[config.mk]
export PLATFORM = sky130hd
export DESIGN_NAME = pipe_stage_buf
export DESIGN_NICKNAME = d
export VERILOG_FILES = /design/src/rtl/pipe_pkg.sv /design/src/rtl/pipe_entry_reg.sv /design/src/rtl/pipe_stage_buf.sv
export SDC_FILE = /design/constraint.sdc
export NUM_CORES = 1
export LEC_CHECK = 0
export BUFFER_PORTS_ARGS = -buffer_cell sky130_fd_sc_hd__buf_4
export CAP_MARGIN = 10
export CORE_MARGIN = 2
export CORE_UTILIZATION = 30
export CTS_CLUSTER_DIAMETER = 100
export DETAILED_ROUTE_END_ITERATION = 12
export SYNTH_ARGS = -nofsm -noshare
export SYNTH_HDL_FRONTEND = slang
export SYNTH_SLANG_ARGS = --single-unit
[constraint.sdc]
create_clock -name clk -period 2 [get_ports clk]
set_input_delay 0.4 -clock clk [delete_from_list [all_inputs] [get_ports clk]]
set_output_delay 0.4 -clock clk [all_outputs]
set_load 0.01 [all_outputs]
[src/rtl/pipe_pkg.sv]
// Shared pipeline-stage definitions: stage-buffer state encoding and the
// default payload/sideband widths used by the FD, DE, EM and MW stage registers.
package pipe_pkg;

  typedef enum logic [1:0] {
    PS_EMPTY,
    PS_FULL,
    PS_SKID
  } pipe_state_t;

  // Default stage geometry: payload is {pc, instruction}, sideband is the INT flag.
  localparam int DEFAULT_DATA_W = 64;
  localparam int DEFAULT_SB_W   = 1;

  localparam int FD_DATA_W = DEFAULT_DATA_W;
  localparam int FD_SB_W   = DEFAULT_SB_W;
  localparam int DE_DATA_W = DEFAULT_DATA_W;
  localparam int DE_SB_W   = DEFAULT_SB_W;
  localparam int EM_DATA_W = DEFAULT_DATA_W;
  localparam int EM_SB_W   = DEFAULT_SB_W;
  localparam int MW_DATA_W = DEFAULT_DATA_W;
  localparam int MW_SB_W   = DEFAULT_SB_W;

endpackage

[src/rtl/pipe_entry_reg.sv]
// One pipeline entry: valid bit plus payload and sideband, with load and
// clear controls. Clear wins over load so a flush can never be undone by a
// simultaneous capture. An empty entry always shows RST_VAL / zero sideband.
module pipe_entry_reg
  import pipe_pkg::*;
#(
  parameter int                DATA_W  = DEFAULT_DATA_W,
  parameter int                SB_W    = DEFAULT_SB_W,
  parameter logic [DATA_W-1:0] RST_VAL = '0
) (
  input  logic              clk,
  input  logic              rst,
  input  logic              load,
  input  logic              clear,
  input  logic [DATA_W-1:0] d_data,
  input  logic [SB_W-1:0]   d_sb,
  output logic              valid,
  output logic [DATA_W-1:0] data,
  output logic [SB_W-1:0]   sb
);

  // Entry storage; stage state advances on the falling clock edge.
  always_ff @(negedge clk or posedge rst) begin
    if (rst) begin
      valid <= 1'b0;
      data  <= RST_VAL;
      sb    <= '0;
    end else if (clear) begin
      valid <= 1'b0;
      data  <= RST_VAL;
      sb    <= '0;
    end else if (load) begin
      valid <= 1'b1;
      data  <= d_data;
      sb    <= d_sb;
    end
  end

endmodule

[src/rtl/pipe_stage_buf.sv]
// Inter-stage pipeline register with valid/ready handshake, synchronous flush
// and a sideband channel that travels with the payload.
// Build option PIPE_STAGE_BUF_SKID_EN: when defined, a second (skid) entry is
// added and o_ready comes straight from a flop; when undefined, a single entry
// is used and o_ready passes downstream ready through combinationally.
module pipe_stage_buf
  import pipe_pkg::*;
#(
  parameter int                DATA_W  = DEFAULT_DATA_W,
  parameter int                SB_W    = DEFAULT_SB_W,
  parameter logic [DATA_W-1:0] RST_VAL = '0
) (
  input  logic              clk,
  input  logic              rst,
  input  logic              flush,
  input  logic              i_valid,
  output logic              o_ready,
  input  logic [DATA_W-1:0] i_data,
  input  logic [SB_W-1:0]   i_sb,
  output logic              o_valid,
  input  logic              i_ready,
  output logic [DATA_W-1:0] o_data,
  output logic [SB_W-1:0]   o_sb
);

  pipe_state_t       state;
  pipe_state_t       state_next;
  logic              in_xfer;
  logic              out_xfer;
  logic              head_load;
  logic              head_clear;
  logic [DATA_W-1:0] head_d_data;
  logic [SB_W-1:0]   head_d_sb;

  assign in_xfer  = i_valid & o_ready;
  assign out_xfer = o_valid & i_ready;

  // Occupancy state register.
  always_ff @(negedge clk or posedge rst) begin
    if (rst) begin
      state <= PS_EMPTY;
    end else begin
      state <= state_next;
    end
  end

`ifdef PIPE_STAGE_BUF_SKID_EN
  logic              skid_load;
  logic              skid_clear;
  logic              skid_valid;
  logic [DATA_W-1:0] skid_data;
  logic [SB_W-1:0]   skid_sb;
  logic              ready_reg;

  // Next-state and entry controls; a stalled input while FULL parks in the skid slot.
  always_comb begin
    state_next = state;
    head_load  = 1'b0;
    head_clear = 1'b0;
    skid_load  = 1'b0;
    skid_clear = 1'b0;
    if (flush) begin
      state_next = PS_EMPTY;
      head_clear = 1'b1;
      skid_clear = 1'b1;
    end else begin
      case (state)
        PS_EMPTY: begin
          if (in_xfer) begin
            head_load  = 1'b1;
            state_next = PS_FULL;
          end
        end
        PS_FULL: begin
          if (in_xfer && out_xfer) begin
            head_load = 1'b1;
          end else if (in_xfer) begin
            skid_load  = 1'b1;
            state_next = PS_SKID;
          end else if (out_xfer) begin
            head_clear = 1'b1;
            state_next = PS_EMPTY;
          end
        end
        PS_SKID: begin
          if (out_xfer) begin
            head_load  = 1'b1;
            skid_clear = 1'b1;
            state_next = PS_FULL;
          end
        end
        default: begin
          state_next = PS_EMPTY;
        end
      endcase
    end
  end

  // The head refills from the skid slot whenever that slot is occupied.
  assign head_d_data = skid_valid ? skid_data : i_data;
  assign head_d_sb   = skid_valid ? skid_sb   : i_sb;

  pipe_entry_reg #(
    .DATA_W  (DATA_W),
    .SB_W    (SB_W),
    .RST_VAL (RST_VAL)
  ) u_skid (
    .clk    (clk),
    .rst    (rst),
    .load   (skid_load),
    .clear  (skid_clear),
    .d_data (i_data),
    .d_sb   (i_sb),
    .valid  (skid_valid),
    .data   (skid_data),
    .sb     (skid_sb)
  );

  // Registered ready: low in reset, then high unless both entries are occupied.
  always_ff @(negedge clk or posedge rst) begin
    if (rst) begin
      ready_reg <= 1'b0;
    end else begin
      ready_reg <= (state_next != PS_SKID);
    end
  end

  assign o_ready = ready_reg;
`else
  logic alive_reg;

  // Holds ready low through reset and for the first edge after release.
  always_ff @(negedge clk or posedge rst) begin
    if (rst) begin
      alive_reg <= 1'b0;
    end else begin
      alive_reg <= 1'b1;
    end
  end

  assign o_ready = alive_reg & (~o_valid | i_ready);

  // Next-state and head controls for the single-entry stage.
  always_comb begin
    state_next = state;
    head_load  = 1'b0;
    head_clear = 1'b0;
    if (flush) begin
      state_next = PS_EMPTY;
      head_clear = 1'b1;
    end else begin
      case (state)
        PS_EMPTY: begin
          if (in_xfer) begin
            head_load  = 1'b1;
            state_next = PS_FULL;
          end
        end
        PS_FULL: begin
          if (in_xfer) begin
            head_load = 1'b1;
          end else if (out_xfer) begin
            head_clear = 1'b1;
            state_next = PS_EMPTY;
          end
        end
        default: begin
          state_next = PS_EMPTY;
        end
      endcase
    end
  end

  assign head_d_data = i_data;
  assign head_d_sb   = i_sb;
`endif

  pipe_entry_reg #(
    .DATA_W  (DATA_W),
    .SB_W    (SB_W),
    .RST_VAL (RST_VAL)
  ) u_head (
    .clk    (clk),
    .rst    (rst),
    .load   (head_load),
    .clear  (head_clear),
    .d_data (head_d_data),
    .d_sb   (head_d_sb),
    .valid  (o_valid),
    .data   (o_data),
    .sb     (o_sb)
  );

endmodule

# [Word-level counts from Yosys, hierarchy flattened]
# Cells that the tools add are included.
[totals] ff_bits=69 out_inout_bits=67 wordCells=36
[classes] n_eq_ne=4 muxes=18 bitwise_logic=5 reduce_logical=4
[op_table] cell="2-to-1 mux 64 bit" n=2
[op_table] cell="2-to-1 mux 1 bit" n=11
[op_table] cell="inequality test 3 bit, second input constant" n=3
[op_table] cell="2-to-1 mux 2 bit" n=4
[op_table] cell="one-hot mux 2 bit (2 select lines)" n=1
[op_table] cell="AND 1 bit" n=3
[op_table] cell="AND reduction 3 bit" n=1
[op_table] cell="equality test 2 x 1 -> 1 bit, second input constant" n=1
[op_table] cell="logical NOT 2 bit" n=1
[op_table] cell="nonzero test 2 bit" n=1
[op_table] cell="OR reduction 2 bit" n=1
[op_table] cell="NOT 1 bit" n=1
[op_table] cell="OR 1 bit" n=1

# [Logic depth before layout (Yosys ltp)]
[logic_depth] ltp_word=9 ltp_mapped=5

# [By module]
# A second synthesis with hierarchy kept.
[hier_totals] hier_cells=225 hier_area_um2=2817.7
[by_module_without_submodules] mod="pipe_entry_reg" instances=1 cells_per_inst=214 area_per_inst_um2=2711.4
[by_module_without_submodules] mod="pipe_stage_buf" instances=1 cells_per_inst=11 area_per_inst_um2=106.4

==> qor.csv <==
metric;value;unit
place.gp.congestion;0.6934;
fin_worst_skew;6.591;ps
drc_errors;0;
top_register;u_head.data;
antenna_cells;0;
final_nets;440;
swShare;23.04;%
grt_setup_unrepaired;yes;
io_buffers;136;
clkPwrFrac;36.0;%
first_pass_iters;4;
min_path_cells;1;
synthesis.nets;231;
worstSetupPathType;flop to primary output;
grt-ovfl-total;0;
nFillCells;661;
hold_buffers;0;
post_drt_wl_per_cell;15.84;um
power_frac_comb;20.5;%
setup_slack;-606.9;ps
drtIter0Drc;56;
cts_buffers;9;
grt_max_degree;39;
maxCapViolCount;0;
vias;2196;
hold_viol;0;
drive_gt1_share;61.87;%
ys.warnings.count;0;
netlist_area;2491;sq um
routed_wl;7.605;mm
grt_pass1_vias;2149;
violations;negative setup slack;
clock_sinks;68;
reg2reg_depth;9;
vdd_drop_max;0.3171;mV
final_cell_mix;145 x buf_4, 68 x dfrtn_1, 66 x a22o_1;
ant_nets;0;
die_y;95.13;um
endpoint;o_ready;
synth.avg_cell_area;15.47;sq um
gr-usage-all-layers;16.62;%
leakagePower;2.561;nW
power.density;705.1;nW/um^2
root_buffer;clkbuf_8;
synth_seq_area_share;68.31;%
reg2reg_from;u_head.valid$_DFFE_NP0P_;
path_max_fanout;2;
cts_tree;done;
placed_cells;401;
hpwlAfterDp;4.424;mm
area_growth;96.23;%
crit_path_start;u_head.valid$_DFFE_NP0P_;
insertion_delay;330;ps
clk_pin_slew;50;ps
fp-row-count;33;
antenna_found_initial;0;
final_common_cell;buf_4;
rrSetupSlack;200;ps
rr_endpoint;u_head.data[41]$_DFFE_NP0P_;
p_int;2.653;mW
cp.arrival;2210;ps
dp_worst_setup_slack;-410.7;ps
io_pins;137;
dieArea;9049;sq um
grt_pass1_wl;11.23;mm
finalNonFillerCells;480;
ys_types;16;
status;finished, violations left;
clock_path_buffers;2;
crit_required;1600;ps
largest_reg_flops;64;
htreeDepth;3;
dieWidth;95.13;um
min_path_type;flop to flop;
seqPwrFrac;43.6;%
switchingPower;0.7941;mW
worstSetupEndpointType;primary output;
start_util;30.63;%
slew_viol_final;0;
synthCells;161;
core;8134;sq um
hold_ws;457.8;ps
viasPerCell;4.575;
crit_path_start_kind;flop;
ys_ff_latch;68;
final-setup-viol-count;132;
-- power by group through the flow --
stage / Sequential (mW) / Combinational [mW] / Clock (mW)
floorplan: 1.55 / 0.153 / 0
global placement: 1.52 / 0.455 / 0
detailed placement: 1.52 / 0.459 / 0
CTS: 1.49 / 0.675 / 1.26
global route: 1.51 / 0.753 / 1.32
finish: 1.50 / 0.705 / 1.24
-- synthesized netlist by cell type --
library cell,instances,share of area (%)
dfrtn_1,68,68
a22o_1,66,23
buf_6,10,4.5
buf_2,3,0.60
inv_1,2,0.30
nand2_1,2,0.30
a21oi_2,1,0.35
a22oi_1,1,0.30
a31o_1,1,0.35
and2_1,1,0.25
and4_4,1,0.45
buf_4,1,0.30
conb_1,1,0.15
nand2b_1,1,0.25
nor2_1,1,0.15
nor3_1,1,0.20
-- metrics by stage --
step	setup TNS [ps]	area [sq um]	util [%]	total power [mW]
final	-41130	4888	60.10	3.447
after global routing	-45260	4888	60.10	3.581
after CTS	-42790	4658	57.27	3.433
after detailed placement	-25900	3737	45.95	1.977
after global placement	-25390	3737	45.95	1.973
after floorplan	-20170	2506	-	1.700
-- kinds of logic (layout without fill, tap and decap cells) --
family	count (synthesis)	after routing	synth area share [%]
and+or+nand+nor	7	7	1.607
AOI/OAI and AO/OA	69	69	24.21
buffers and inverters	16	230	5.726
DFF	68	68	68.31
other	1	1	0.1505
-- timing repair --
item / 4_1_cts / 5_1_grt
setup endpoints to repair: 133 / 134
resized for setup: 17 / 39
endpoints found under the hold margin: 0 / 0
gates cloned: 12 / 0
setup buffers: 35 / 21
pin swaps: 51 / 10
-- layout make-up --
cell class / instances / area, sq um / area share (%)
clock buffers: 12 / 145.1 / 2.969
clock inverters: 4 / 72.57 / 1.485
inverters: 2 / 11.26 / 0.2304
multi-input cells: 77 / 666.9 / 13.64
flip-flops and latches: 68 / 1702 / 34.81
well taps: 105 / 131.4 / 2.687
repair buffers: 212 / 2160 / 44.18
-- routing by layer --
layer	up-vias	wire length [um]	track usage [%]	share of wire, %
li1	1039	-	-	-
met1	1069	3201	21.36	42
met2	79	3844	27.23	51
met3	9	468	4.032	6.2
met4	0	91	6.159	1.2
met5	-	0	0	0
-- how the worst min path moves through the flow --
| stage | slack, ps | end | start |
|---|---|---|---|
| after floorplan | 460 | u_head.valid$_DFFE_NP0P_ | state[0]$_DFFE_NP0P_ |
| after detailed placement | 450 | u_head.data[49]$_DFFE_NP0P_ | u_head.data[49]$_DFFE_NP0P_ |
| final | 460 | u_head.data[2]$_DFFE_NP0P_ | u_head.data[2]$_DFFE_NP0P_ |
| after global placement | 450 | u_head.data[37]$_DFFE_NP0P_ | u_head.data[37]$_DFFE_NP0P_ |
| after CTS | 460 | u_head.data[2]$_DFFE_NP0P_ | u_head.data[2]$_DFFE_NP0P_ |
| after global routing | 490 | u_head.data[24]$_DFFE_NP0P_ | u_head.data[24]$_DFFE_NP0P_ |
-- critical path, cell delays in order, from the launching register on --
cell	delay (ps)
dfrtn_1	450
nand2b_4	80
buf_12	120
and2_4	130
buf_6	110
(Power assumes the default switching activity.)
